$ cat src/rtl/spi_flash_pkg.sv
// Shared opcodes, FSM state encoding and the JEDEC byte selector
// for the SPI flash responder.
package spi_flash_pkg;

    localparam int unsigned ADDR_W    = 24;
    localparam int unsigned BYTE_W    = 8;
    localparam int unsigned BIT_CNT_W = 5;

    localparam logic [BYTE_W-1:0] OP_READ = 8'h03;
    localparam logic [BYTE_W-1:0] OP_RDID = 8'h9F;
    localparam logic [BYTE_W-1:0] OP_RDSR = 8'h05;

    typedef enum logic [2:0] {
        ST_IDLE,
        ST_CMD,
        ST_ADDR,
        ST_DATA,
        ST_ID,
        ST_STAT,
        ST_IGNORE
    } state_t;

    // Byte idx of the identification word, MSB first; past the end reads zero.
    function automatic logic [BYTE_W-1:0] id_byte(input logic [23:0] id, input logic [1:0] idx);
        case (idx)
            2'd0:    id_byte = id[23:16];
            2'd1:    id_byte = id[15:8];
            2'd2:    id_byte = id[7:0];
            default: id_byte = 8'h00;
        endcase
    endfunction

endpackage

$ cat src/rtl/spi_flash_if.sv
// SPI pins and backing-store port of the flash responder.
interface spi_flash_if;
    import spi_flash_pkg::*;

    logic              spi_sclk;
    logic              spi_cs_n;
    logic              spi_mosi;
    logic              spi_miso;
    logic              spi_miso_oe;
    logic              mem_req;
    logic [ADDR_W-1:0] mem_addr;
    logic [BYTE_W-1:0] mem_rdata;
    logic              busy;
    logic              cmd_err;

    modport slave (
        input  spi_sclk, spi_cs_n, spi_mosi, mem_rdata,
        output spi_miso, spi_miso_oe, mem_req, mem_addr, busy, cmd_err
    );

    modport master (
        output spi_sclk, spi_cs_n, spi_mosi, mem_rdata,
        input  spi_miso, spi_miso_oe, mem_req, mem_addr, busy, cmd_err
    );
endinterface

$ cat src/rtl/spi_in_sync.sv
// Multi-flop synchronizer for one asynchronous SPI pin with edge detection
// on the synchronized level.
module spi_in_sync #(
    parameter int unsigned STAGES  = 2,
    parameter logic        RST_VAL = 1'b0
) (
    input  logic clk,
    input  logic rst_n,
    input  logic i_d,
    output logic o_level,
    output logic o_rise_c,
    output logic o_fall_c
);

    logic [STAGES-1:0] r_sync;
    logic              r_prev;

    always_ff @(posedge clk or negedge rst_n) begin
        if (!rst_n) begin
            r_sync <= {STAGES{RST_VAL}};
            r_prev <= RST_VAL;
        end else begin
            r_sync <= {r_sync[STAGES-2:0], i_d};
            r_prev <= r_sync[STAGES-1];
        end
    end

    assign o_level  = r_sync[STAGES-1];
    assign o_rise_c = r_sync[STAGES-1] & ~r_prev;
    assign o_fall_c = ~r_sync[STAGES-1] & r_prev;

endmodule

$ cat src/rtl/spi_flash_resp.sv
// SPI mode-0 flash responder: READ from a backing store with prefetch,
// RDID and RDSR, oversampled on sys_clk.
module spi_flash_resp
    import spi_flash_pkg::*;
#(
    parameter logic [23:0]       JEDEC_ID    = 24'h20BA18,
    parameter logic [BYTE_W-1:0] STATUS_VAL  = 8'h00,
    parameter int unsigned       SYNC_STAGES = 2
) (
    input  logic         sys_clk,
    input  logic         rst_n,
    spi_flash_if.slave   bus
);

    logic w_sclk, w_sclk_rise, w_sclk_fall;
    logic w_cs, w_cs_rise, w_cs_fall;
    logic w_mosi, w_mosi_rise, w_mosi_fall;
    logic w_unused_edges;

    spi_in_sync #(.STAGES(SYNC_STAGES), .RST_VAL(1'b0)) u_sync_sclk (
        .clk(sys_clk), .rst_n(rst_n), .i_d(bus.spi_sclk),
        .o_level(w_sclk), .o_rise_c(w_sclk_rise), .o_fall_c(w_sclk_fall)
    );
    spi_in_sync #(.STAGES(SYNC_STAGES), .RST_VAL(1'b1)) u_sync_cs (
        .clk(sys_clk), .rst_n(rst_n), .i_d(bus.spi_cs_n),
        .o_level(w_cs), .o_rise_c(w_cs_rise), .o_fall_c(w_cs_fall)
    );
    spi_in_sync #(.STAGES(SYNC_STAGES), .RST_VAL(1'b0)) u_sync_mosi (
        .clk(sys_clk), .rst_n(rst_n), .i_d(bus.spi_mosi),
        .o_level(w_mosi), .o_rise_c(w_mosi_rise), .o_fall_c(w_mosi_fall)
    );

    assign w_unused_edges = &{1'b0, w_sclk, w_mosi_rise, w_mosi_fall};

    state_t                r_state, w_state_nxt;
    logic [BIT_CNT_W-1:0]  r_bit_cnt, w_bit_cnt_nxt;
    logic [ADDR_W-1:0]     r_shift_in, w_shift_in_nxt;
    logic [BYTE_W-1:0]     r_shift_out, w_shift_out_nxt;
    logic [1:0]            r_id_idx, w_id_idx_nxt;
    logic [ADDR_W-1:0]     r_mem_addr, w_mem_addr_nxt;
    logic                  r_mem_req, w_mem_req_nxt;
    logic                  r_req_d;
    logic                  r_miso, w_miso_nxt;
    logic                  r_oe, w_oe_nxt;
    logic                  r_busy;
    logic                  r_cmd_err, w_cmd_err_nxt;

    logic [ADDR_W-1:0]     w_shift_in_sh;
    logic                  w_byte_done;

    assign w_shift_in_sh = {r_shift_in[ADDR_W-2:0], w_mosi};
    assign w_byte_done   = w_sclk_rise && (r_bit_cnt[2:0] == 3'd7);

    always_ff @(posedge sys_clk or negedge rst_n) begin
        if (!rst_n) begin
            r_state     <= ST_IDLE;
            r_bit_cnt   <= '0;
            r_shift_in  <= '0;
            r_shift_out <= '0;
            r_id_idx    <= '0;
            r_mem_addr  <= '0;
            r_mem_req   <= 1'b0;
            r_req_d     <= 1'b0;
            r_miso      <= 1'b0;
            r_oe        <= 1'b0;
            r_busy      <= 1'b0;
            r_cmd_err   <= 1'b0;
        end else begin
            r_state     <= w_state_nxt;
            r_bit_cnt   <= w_bit_cnt_nxt;
            r_shift_in  <= w_shift_in_nxt;
            r_shift_out <= w_shift_out_nxt;
            r_id_idx    <= w_id_idx_nxt;
            r_mem_addr  <= w_mem_addr_nxt;
            r_mem_req   <= w_mem_req_nxt;
            r_req_d     <= r_mem_req;
            r_miso      <= w_miso_nxt;
            r_oe        <= w_oe_nxt;
            r_busy      <= ~w_cs;
            r_cmd_err   <= w_cmd_err_nxt;
        end
    end

    // Chip-select rise outranks any sclk edge seen in the same cycle.
    always_comb begin
        w_state_nxt     = r_state;
        w_bit_cnt_nxt   = r_bit_cnt;
        w_shift_in_nxt  = r_shift_in;
        w_shift_out_nxt = r_shift_out;
        w_id_idx_nxt    = r_id_idx;
        w_mem_addr_nxt  = r_mem_addr;
        w_mem_req_nxt   = 1'b0;
        w_cmd_err_nxt   = 1'b0;
        w_miso_nxt      = r_miso;

        if (w_cs_rise) begin
            w_state_nxt     = ST_IDLE;
            w_bit_cnt_nxt   = '0;
            w_shift_in_nxt  = '0;
            w_shift_out_nxt = '0;
            w_id_idx_nxt    = '0;
        end else begin
            case (r_state)
                ST_IDLE: begin
                    if (w_cs_fall) begin
                        w_state_nxt    = ST_CMD;
                        w_bit_cnt_nxt  = '0;
                        w_shift_in_nxt = '0;
                    end
                end
                ST_CMD: begin
                    if (w_sclk_rise) begin
                        w_shift_in_nxt = w_shift_in_sh;
                        w_bit_cnt_nxt  = r_bit_cnt + BIT_CNT_W'(1);
                        if (r_bit_cnt == BIT_CNT_W'(7)) begin
                            w_bit_cnt_nxt = '0;
                            case (w_shift_in_sh[BYTE_W-1:0])
                                OP_READ: w_state_nxt = ST_ADDR;
                                OP_RDID: begin
                                    w_state_nxt     = ST_ID;
                                    w_shift_out_nxt = id_byte(JEDEC_ID, 2'd0);
                                    w_id_idx_nxt    = 2'd1;
                                end
                                OP_RDSR: begin
                                    w_state_nxt     = ST_STAT;
                                    w_shift_out_nxt = STATUS_VAL;
                                end
                                default: begin
                                    w_state_nxt   = ST_IGNORE;
                                    w_cmd_err_nxt = 1'b1;
                                end
                            endcase
                        end
                    end
                end
                ST_ADDR: begin
                    if (w_sclk_rise) begin
                        w_shift_in_nxt = w_shift_in_sh;
                        w_bit_cnt_nxt  = r_bit_cnt + BIT_CNT_W'(1);
                        if (r_bit_cnt == BIT_CNT_W'(ADDR_W - 1)) begin
                            w_bit_cnt_nxt  = '0;
                            w_mem_addr_nxt = w_shift_in_sh;
                            w_mem_req_nxt  = 1'b1;
                            w_state_nxt    = ST_DATA;
                        end
                    end
                end
                ST_DATA, ST_ID, ST_STAT: begin
                    // Store byte lands two cycles after the request, well before the next sclk fall.
                    if (r_state == ST_DATA && r_req_d) begin
                        w_shift_out_nxt = bus.mem_rdata;
                    end
                    if (w_sclk_fall) begin
                        w_miso_nxt      = r_shift_out[BYTE_W-1];
                        w_shift_out_nxt = {r_shift_out[BYTE_W-2:0], 1'b0};
                    end
                    if (w_sclk_rise) begin
                        w_bit_cnt_nxt = r_bit_cnt + BIT_CNT_W'(1);
                        if (w_byte_done) begin
                            w_bit_cnt_nxt = '0;
                            if (r_state == ST_DATA) begin
                                w_mem_addr_nxt = r_mem_addr + ADDR_W'(1);
                                w_mem_req_nxt  = 1'b1;
                            end else if (r_state == ST_ID) begin
                                w_shift_out_nxt = id_byte(JEDEC_ID, r_id_idx);
                                if (r_id_idx != 2'd3) begin
                                    w_id_idx_nxt = r_id_idx + 2'd1;
                                end
                            end else begin
                                w_shift_out_nxt = STATUS_VAL;
                            end
                        end
                    end
                end
                default: ;
            endcase
        end

        w_oe_nxt = (w_state_nxt == ST_DATA) || (w_state_nxt == ST_ID) || (w_state_nxt == ST_STAT);
        if (!w_oe_nxt) begin
            w_miso_nxt = 1'b0;
        end
    end

    assign bus.spi_miso    = r_miso;
    assign bus.spi_miso_oe = r_oe;
    assign bus.mem_req     = r_mem_req;
    assign bus.mem_addr    = r_mem_addr;
    assign bus.busy        = r_busy;
    assign bus.cmd_err     = r_cmd_err;

endmodule

$ cat src/flat_wrapper.sv
// flat-port wrapper written by rule: the top's interface ports become plain ports
module spi_flash_resp_flat import spi_flash_pkg::*;
#(
    parameter logic [23:0]       JEDEC_ID    = 24'h20BA18,
    parameter logic [BYTE_W-1:0] STATUS_VAL  = 8'h00,
    parameter int unsigned       SYNC_STAGES = 2
)
  (sys_clk, rst_n, bus_spi_sclk, bus_spi_cs_n, bus_spi_mosi, bus_mem_rdata, bus_spi_miso, bus_spi_miso_oe, bus_mem_req, bus_mem_addr, bus_busy, bus_cmd_err);
  spi_flash_if bus_i ();
  input  logic sys_clk;
  input  logic rst_n;
  input wire logic [$bits(bus_i.spi_sclk)-1:0] bus_spi_sclk;
  input wire logic [$bits(bus_i.spi_cs_n)-1:0] bus_spi_cs_n;
  input wire logic [$bits(bus_i.spi_mosi)-1:0] bus_spi_mosi;
  input wire logic [$bits(bus_i.mem_rdata)-1:0] bus_mem_rdata;
  output wire logic [$bits(bus_i.spi_miso)-1:0] bus_spi_miso;
  output wire logic [$bits(bus_i.spi_miso_oe)-1:0] bus_spi_miso_oe;
  output wire logic [$bits(bus_i.mem_req)-1:0] bus_mem_req;
  output wire logic [$bits(bus_i.mem_addr)-1:0] bus_mem_addr;
  output wire logic [$bits(bus_i.busy)-1:0] bus_busy;
  output wire logic [$bits(bus_i.cmd_err)-1:0] bus_cmd_err;
  assign bus_i.spi_sclk = bus_spi_sclk;
  assign bus_i.spi_cs_n = bus_spi_cs_n;
  assign bus_i.spi_mosi = bus_spi_mosi;
  assign bus_i.mem_rdata = bus_mem_rdata;
  assign bus_spi_miso = bus_i.spi_miso;
  assign bus_spi_miso_oe = bus_i.spi_miso_oe;
  assign bus_mem_req = bus_i.mem_req;
  assign bus_mem_addr = bus_i.mem_addr;
  assign bus_busy = bus_i.busy;
  assign bus_cmd_err = bus_i.cmd_err;
  spi_flash_resp #(.JEDEC_ID(JEDEC_ID), .STATUS_VAL(STATUS_VAL), .SYNC_STAGES(SYNC_STAGES)) u_core (.sys_clk(sys_clk), .rst_n(rst_n), .bus(bus_i));
endmodule
$ cat config.mk
export PLATFORM = sky130hd
export DESIGN_NAME = spi_flash_resp_flat
export DESIGN_NICKNAME = d
export VERILOG_FILES = /design/src/rtl/spi_flash_pkg.sv /design/src/rtl/spi_flash_if.sv /design/src/rtl/spi_in_sync.sv /design/src/rtl/spi_flash_resp.sv /design/src/flat_wrapper.sv
export SDC_FILE = /design/constraint.sdc
export NUM_CORES = 1
export LEC_CHECK = 0
export BUFFER_PORTS_ARGS = -buffer_cell sky130_fd_sc_hd__buf_2
export CORE_MARGIN = 2
export CORE_UTILIZATION = 35
export DETAILED_ROUTE_END_ITERATION = 10
export PLACE_DENSITY_LB_ADDON = 0.08
export SYNTH_ARGS = -nofsm -noshare
export SYNTH_HDL_FRONTEND = slang
export SYNTH_SLANG_ARGS = --single-unit
$ cat constraint.sdc
create_clock -name sys_clk -period 2.5 [get_ports sys_clk]
set_input_delay 0.125 -clock sys_clk [delete_from_list [all_inputs] [get_ports sys_clk]]
set_output_delay 0.125 -clock sys_clk [all_outputs]
set_load 0.005 [all_outputs]
; ---- Yosys cells after proc, flatten, opt, wreduce, memory -nomap -nowiden
; Cells that the tools add are included.
[totals]
ff_bits = 79
inputBits = 13
output_inout_bits = 29
word_cells = 150
[op_classes]
add_sub_neg = 3
n_eq_ne = 37
mux = 65
bitwise = 9
reduce_logical = 19
[ops]
columns = operator, n
row1 = $mux 24, 5
row2 = $mux 8, 9
row3 = $mux 23, 3
row4 = $pmux 24 s2, 1
row5 = $pmux 23 s2, 1
row6 = $mux 5, 8
row7 = $pmux 8 s2, 2
row8 = $add 24x1->24 const B, 1
row9 = $ne 3x2->1 const B, 8
row10 = $pmux 8 s3, 1
row11 = $pmux 5 s4, 1
row12 = $mux 2, 9
row13 = $mux 3, 6
row14 = $pmux 3 s3, 2
row15 = $eq 3x3->1 const B, 5
row16 = $mux 1, 15
row17 = $ne 2x1->1 const B, 5
row18 = $eq 3x2->1 const B, 3
row19 = $reduce_and 9->1, 1
row20 = $eq 8x2->1 const B, 1
row21 = $eq 8x3->1 const B, 1
row22 = $eq 8x8->1 const B, 1
row23 = $ne 2x2->1 const B, 4
row24 = $reduce_and 7->1, 1
row25 = other kinds (26), 39

; ---- Longest topological paths before layout
; Gate-level depths: netlist (run 1).
[depth]
ltp_word = 11
mapped_depth = 10
mapped_depth_nobuf = 8

; ---- Cells and area by module
; From an unflattened synthesis (run 1), not the netlist that was laid out.
[hier_totals]
cells_unflattened = 488
area_unflattened_um2 = 4428.0
[by_module_without_submodules]
columns = mod, n_inst, cells_per_inst, area_per_inst_um2, seq_area_each_um2
row1 = spi_flash_resp, 1, 473, 4154.0, 1776.7
row2 = spi_in_sync at u_core.u_sync_mosi ..., 2, 5, 90.1, 75.1
row3 = spi_in_sync at u_core.u_sync_cs, 1, 5, 93.8, 78.8

; ---- Least setup slack after synthesis (run 1)
; OpenSTA, ideal clock, no wires.
[synth_path]
path_type = reg-to-reg
from = register u_core.u_sync_cs.r_prev
to = register u_core.r_bit_cnt[3]
setup_time_ps = 92
t_arrival_ps = 1956
required_time_ps = 2408
slack_ps = 452
stages_incl_launch_ff = 9
path_buffers = 1
synth_period_minus_slack_ps = 2048
path_cell_list = dfstp_2 inv_1 ha_1 buf_4 nor4b_2 a31oi_1 o21a_1 or3b_4 o31ai_2
[synth_via]
elab_chain_len = 4
word_cells_on_any_way = 10
cone_classes = 4 x eq/ne / 1 x mux / 3 x bitwise / 2 x reduce/logical
[synth_rtl]
columns = element, line
row1 = from (decl), spi_in_sync.sv:16  ; logic r_prev;
row2 = from (signal assigned), spi_in_sync.sv:24  ; r_prev <= r_sync[STAGES-1];
row3 = $not 1->1, spi_in_sync.sv:29  ; assign o_rise_c = r_sync[STAGES-1] & ~r_prev;
row4 = $and 1x1->1, spi_in_sync.sv:29
row5 = $ne 3x2->1 (no source line) (tied with other cells), n/a
row6 = $reduce_and 5->1 (no source line), n/a
row7 = to (signal assigned), spi_flash_resp.sv:70  ; r_bit_cnt <= w_bit_cnt_nxt;
row8 = to (decl), spi_flash_resp.sv:36  ; logic [BIT_CNT_W-1:0] r_bit_cnt, w_bit_cnt_nxt;
; Several ways; a longest one is shown, not always the timed one.
; A chain may end at the register's enable or synchronous reset.

; ---- Worst setup path after layout (run 1)
; Same ends and word-level chain as after synthesis.

==> metrics.txt, run 1 <==
1st-iter DRT viols=between 200 and 300; clk slew on worst S/H paths=0.06 ns; Initial Utilization=about 36%; Die Span Y=around 120 um; Mapped Avg Cell Area=about 9.4 um2; Port Buffer Count=~40; Skew-Pair Late Insertion Delay=between 0.3 and 0.4 ns; relative slew slack=58.9%; RSZ-0062 raised after global routing=false; diode count=0; worst hold path class=in2reg; Layout Skew=0.00766 ns; final slew viol count=0; Routability Congestion=about 0.77; share of layout cells above drive strength 1=18.8%; H-tree Lvls=3; Worst-Margin Slew=0.616 ns; max frequency=456 MHz; Crit path required time=approximately 2.8 ns; critical path type=reg2reg; Top FF cell, synth=dfrtp_1; CTS-repair resized insts=0; hold path cells=3; hold buffers post-CTS=4; Residual DRC=0; Power Density=roughly 600 nW/um2; Final #Nets=roughly 540; Final ANT Viol Nets=0; deepest clock path buffer count=2; CTS tree=yes; total global routing overflow=0; LEAKAGE=between 2 and 2.5 nW; Core Footprint=12500 um2; FF-to-FF path depth=7; Setup Fix Bufs, Post-CTS=0; Finish-stage setup viols=0; crit path capture type=flop; slowest stage cell on the critical path=dfstp_2; maxcap violations=0; syn nets=between 400 and 500; Yosys warnings=0; clock sinks=79; WL final=between 10 and 15 mm; TritonCTS Buffers=9; vias in the first global route=roughly 3500; Vias/cell=5.25; crit path DAT=2.44 ns; total number of vias=~3600; DP Wirelength=7.56 mm; buffers plus inverters on the worst setup path=1; Die W=roughly 120 um; critical path's top delay family=simple AND/OR/NAND/NOR gates; EDFF count, synth=0; #FFs+latches synth=a little under 80; CP Launch Type=flop; CP Depth=7; Top-Level Pins=42; initial antenna violation count=0; Hold Fails Final Rpt=0; sequential area share after synthesis=~45%; ys async rst share=100%; crit-path cells=inv_1 > ha_1 > nor4b_2 > a31oi_1 > o21a_1 > or3b_4 > o31ai_2; clock root buffer=clkbuf_16; setup TNS=0 ns; final worst path period share=87.7%; Rows=41; GRT Total Usage=about 17%; status=complete, no violations; first-pass GRT wire length=around 18 mm; die area=roughly 14000 um2; Post-Syn Area=approximately 4400 um2; crit path max fanout=7; TritonRoute pass-1 iters=4; CP peak stage delay=between 0.5 and 0.6 ns; routed length per instance=between 15 and 20 um; library cells used by synthesis=73; largest net degree at the start of global routing=44; total power=about 0.0031 W; worst vdd ir=roughly 250 uV; Area growth syn-to-layout=16.2%; Min Clock Period, post-route=between 2 and 2.5 ns; Post-Syn Instances=473
[final cells by class]
cell class	instances	area, um2
Fill cell	1275	7350
Multi-Input combinational cell	332	2180
Sequential cell	79	1980
Timing Repair Buffer	60	360
Clock buffer	13	270
Tap cell	172	215
Inverter	33	124
Clock inverter	3	40.0
[routing by layer]
metal / track usage, % / share of wire (%) / routed length (um)
met1: 24.3 / 49 / 5430
met2: 27.2 / 46 / 5110
met3: 3.01 / 3.3 / 362
met4: 6.90 / 1.6 / 175
met5: 0 / 0 / 0
[synthesized netlist by cell type (2+ instances only)]
master     count  area share [%]
o21a_1         2            0.34
a21oi_2        3            0.59
a22oi_1        2            0.34
nor4_1         3            0.42
nand2b_1       3            0.42
ha_1           8             2.3
dfstp_2        3             1.8
clkbuf_1       8            0.68
mux2i_1       31             7.0
buf_6          3            0.76
o21ai_1        5            0.56
nand3_1       15             1.7
buf_1          2            0.17
nand2_1       58             4.9
dfrtp_1       76              43
nand3b_1       3            0.51
buf_2         11             1.2
o22ai_1        8             1.1
a41oi_1        2            0.39
o21ai_2        2            0.39
nand4b_1       2            0.39
o31ai_2        2            0.56
nor3_1         3            0.34
a211o_1        2            0.39
o22a_1         4            0.79
inv_1         32             2.7
nand4_1        3            0.42
o31ai_1        3            0.51
a21oi_1       40             4.5
and3_1         5            0.70
o21ai_0       24             2.7
a211oi_1       2            0.34
nor2_1        32             2.7
buf_4          5            0.84
a31oi_1        9             1.3
a22o_1         6             1.2
and4_1         4            0.79
nor2b_1        5            0.70
a2bb2oi_1      8             1.6
[final timing paths]
kind,startpoint,endpoint,slack [ns]
max,u_core.u_sync_cs.r_prev,u_core.r_bit_cnt[3],0.31
min,bus_mem_rdata[0],u_core.r_shift_out[0],0.14
max reg2reg,u_core.u_sync_cs.r_prev,u_core.r_bit_cnt[3],0.31
min reg2reg,u_core.u_sync_sclk.r_sync[0],u_core.u_sync_sclk.r_sync[1],0.35
max in group asynchronous,rst_n,u_core.u_sync_cs.r_sync[0],1.43
min in group asynchronous,rst_n,u_core.u_sync_sclk.r_sync[1],0.33
[registers in the layout, summed over array words and instances (netlist names), 2 cells and up]
register                   flops
u_core.bus.mem_addr           24
u_core.r_bit_cnt               5
u_core.r_id_idx                2
u_core.r_shift_in             23
u_core.r_shift_out             8
u_core.r_state                 3
u_core.u_sync_cs.r_sync        2
u_core.u_sync_mosi.r_sync      2
u_core.u_sync_sclk.r_sync      2
[where the power goes]
group          total [W]  switching [W]  internal [W]
combinational   0.000351       0.000214      0.000136
sequential       0.00135      0.0000348       0.00131
clock            0.00138       0.000524      0.000853
[worst reg2reg max path: cells and delay by family (launching register included)]
kind,cells,cell delay (ns)
buffers and inverters,1,0.04
DFF,1,0.53
and+or+nand+nor,2,0.81
adders and majority gates,1,0.26
AOI/OAI and AO/OA,3,0.46
[through the flow]
stage / setup WS (ns) / hold slack, ns / cells / utilization (%) / instance area, um2
floorplan: 0.452 / -0.171 / 473 / - / 4440
global placement: 0.399 / 0.182 / 672 / 38.5 / 4820
detailed placement: 0.330 / 0.173 / 672 / 38.5 / 4820
CTS: 0.319 / 0.130 / 692 / 41.3 / 5170
global route: 0.155 / 0.165 / 692 / 41.3 / 5170
finish: 0.308 / 0.138 / 692 / 41.3 / 5170
[layout by cell type, fill, tap and decap left out, types with 15 or more instances in the layout]
cell type,instances
a21oi_1,40
buf_2,40
buf_4,16
dfrtp_1,76
inv_1,32
mux2i_1,31
nand2_1,58
nand3_1,15
nor2_1,32
o21ai_0,24
[logic make-up after synthesis]
logic type      share of synthesized area, %
compound gates                          20.5
fa+ha+maj                               2.25
buf+inv                                 6.48
flops                                   44.6
mux                                     7.24
simple gates                            18.9
No activity file was read; power rests on OpenSTA's default activity.
==> inputs of run 2 (changes only) <==
==> constraint.sdc (replaced) <==
create_clock -name sys_clk -period 2.4 [get_ports sys_clk]
set_input_delay 0 -clock sys_clk [delete_from_list [all_inputs] [get_ports sys_clk]]
set_output_delay 0 -clock sys_clk [all_outputs]
set_load 0.005 [all_outputs]
==> run 2 against run 1 <==
Critical path depth stayed put. Non-clock buffer count is 1 lower. Largest power group unchanged. Core utilization is 0.17 points higher. Cell count is 0.14% lower.
==> metrics.txt, run 2 (same netlist as run 1, synthesis figures left out) <==
Vias/cell=5.22; clk slew on worst S/H paths=~0.06 ns; Layout Skew=~0.0077 ns; TritonRoute pass-1 iters=4; Filler Cells Inserted=about 1300; Layout Utilization=just over 40%; RSZ-0062 raised after global routing=false; Hold Fails Final Rpt=0; critical path type=reg2reg; diode count=0; total number of vias=around 3600; commonest non-fill, non-tap cell in the layout=dfrtp_1; Port Buffer Count=a little over 40; Top-Level Pins=42; Hold Startpoint=bus_mem_rdata[0]; Setup Fix Bufs, Post-CTS=0; setup TNS=0 ns; Final #Nets=roughly 540; number of flip-flops in the largest register=24; Critical Path Start=u_core.r_bit_cnt[0]; routed length per instance=roughly 16 um; CP Launch Type=flop; Die Span Y=approximately 120 um; slowest stage cell on the critical path=or3b_4; Rows=between 40 and 50; Area growth syn-to-layout=16.7%; Worst-Margin Slew=1.03 ns; worst hold path class=in2reg; LEAKAGE=~2.4 nW; Core Footprint=about 13000 um2; crit path capture type=flop; most frequent cells in the layout=76 x dfrtp_1, 58 x nand2_1, 40 x a21oi_1, 40 x buf_2; Routability Congestion=around 0.77; most frequent cell on the critical path=ha_1; final worst path period share=91.3%; clock root buffer=clkbuf_16; Flop pwr share=42.7%; relative slew slack=31.5%; clock sinks=between 70 and 80; worst vdd ir=around 320 uV; status=complete, no violations; crit path max fanout=8; R2R Setup Slk=0.21 ns; maxcap violations=0; Residual DRC=0; largest net degree at the start of global routing=80; critical register-to-register path endpoint=u_core.r_bit_cnt[3]; multi-input logic area=about 2200 um2; H-tree Lvls=3; 1st-iter DRT viols=around 240; Clk network pwr share=between 40% and 50%; Finish-stage setup viols=0; GRT Total Usage=17.3%; Comb power frac=between 10% and 20%; final slew viol count=0; initial antenna violation count=0; TritonCTS Buffers=9; die area=13600 um2; hold path endpoint=u_core.r_shift_out[0]; max frequency=approximately 460 MHz; crit-path cells=ha_1 > ha_1 > nand3b_1 > o21ai_1 > o21a_1 > or3b_4 > o31ai_2; Final ANT Viol Nets=0; Min Clock Period, post-route=about 2.2 ns; reg2reg start=u_core.r_bit_cnt[0]; Skew-Pair Late Insertion Delay=approximately 0.34 ns; crit path DAT=2.44 ns; first-pass GRT wire length=between 15 and 20 mm; share of layout cells above drive strength 1=18.5%; WL final=between 10 and 15 mm; Power Density=634 nW/um2; Int Pwr=roughly 0.0025 W; hold path cells=3; FF/Latch Area=1980 um2; Initial Utilization=35.5%; total global routing overflow=0; Crit path required time=roughly 2.7 ns; DP Wirelength=roughly 7.4 mm; switching pwr=approximately 0.0008 W; deepest clock path buffer count=2; Die W=around 120 um; FF-to-FF path depth=7; switching share of power=24.4%; CTS tree=yes; CP peak stage delay=~0.41 ns; vias in the first global route=about 3500
## run 2: cell count changes in the layout (fill, tap and decap cells not counted), sizes merged
cell | before | now
buf | 56 | 55
bufinv | 1 | 2
inv | 33 | 32
## run 2: worst max path at each step
stage                               to  cells after the start
3_3_place_gp   u_core.bus.mem_addr[20]                      6
5_1_grt            u_core.r_bit_cnt[3]                      7
3_5_place_dp       u_core.r_bit_cnt[3]                      7
4_1_cts            u_core.r_bit_cnt[3]                      7
6_report           u_core.r_bit_cnt[3]                      7
2_1_floorplan      u_core.r_bit_cnt[3]                      8
## run 2: per-stage QoR
step | total power (W) | std cells | setup WS [ns] | instance area, um2 | hold WS, ns
after global routing | 0.00344 | 691 | 0.0454 | 5190 | 0.0477
after CTS | 0.00333 | 691 | 0.211 | 5190 | 0.0144
final | 0.00329 | 691 | 0.209 | 5190 | 0.0183
after global placement | 0.00179 | 671 | 0.315 | 4820 | 0.106
after detailed placement | 0.00179 | 671 | 0.232 | 4820 | 0.107
after floorplan | 0.00169 | 473 | 0.352 | 4440 | -0.296
## run 2: timing repair
action                                  in CTS  in global routing
endpoints found under the hold margin       79                  0
hold buffers                                 4                  0
endpoints found under the setup margin       0                  1
resized for setup                            0                  1
## run 2: worst max-delay path: cells and delay by family (launching register included)
kind | cells | cell delay [ns]
flops | 1 | 0.40
fa+ha+maj | 2 | 0.49
compound gates | 3 | 0.57
simple gates | 2 | 0.65
## run 2: power groups by stage
stage	logic, W	registers [W]	clock network, W
final	0.000364	0.00140	0.00152
after global routing	0.000406	0.00141	0.00162
after CTS	0.000371	0.00140	0.00155
after detailed placement	0.000363	0.00143	0
after global placement	0.000365	0.00143	0
after floorplan	0.000267	0.00142	0
## run 2: routing by layer
metal | up-vias | GRT usage, % | routed length, um
met5 | - | 0 | 0
met1 | 1749 | 24.9 | 5530
met3 | 12 | 3.68 | 393
met2 | 63 | 26.2 | 4850
met4 | 0 | 5.65 | 155
li1 | 1781 | - | -
## run 2: area by class of cell
cell class                      count  area share (%)
Clock inverter                      3            1.25
Inverter                           33            2.41
Multi-Input combinational cell    332            41.9
Timing Repair Buffer               59            7.04
Clock buffer                       13            5.02
Tap cell                          172            4.15
Sequential cell                    79            38.2
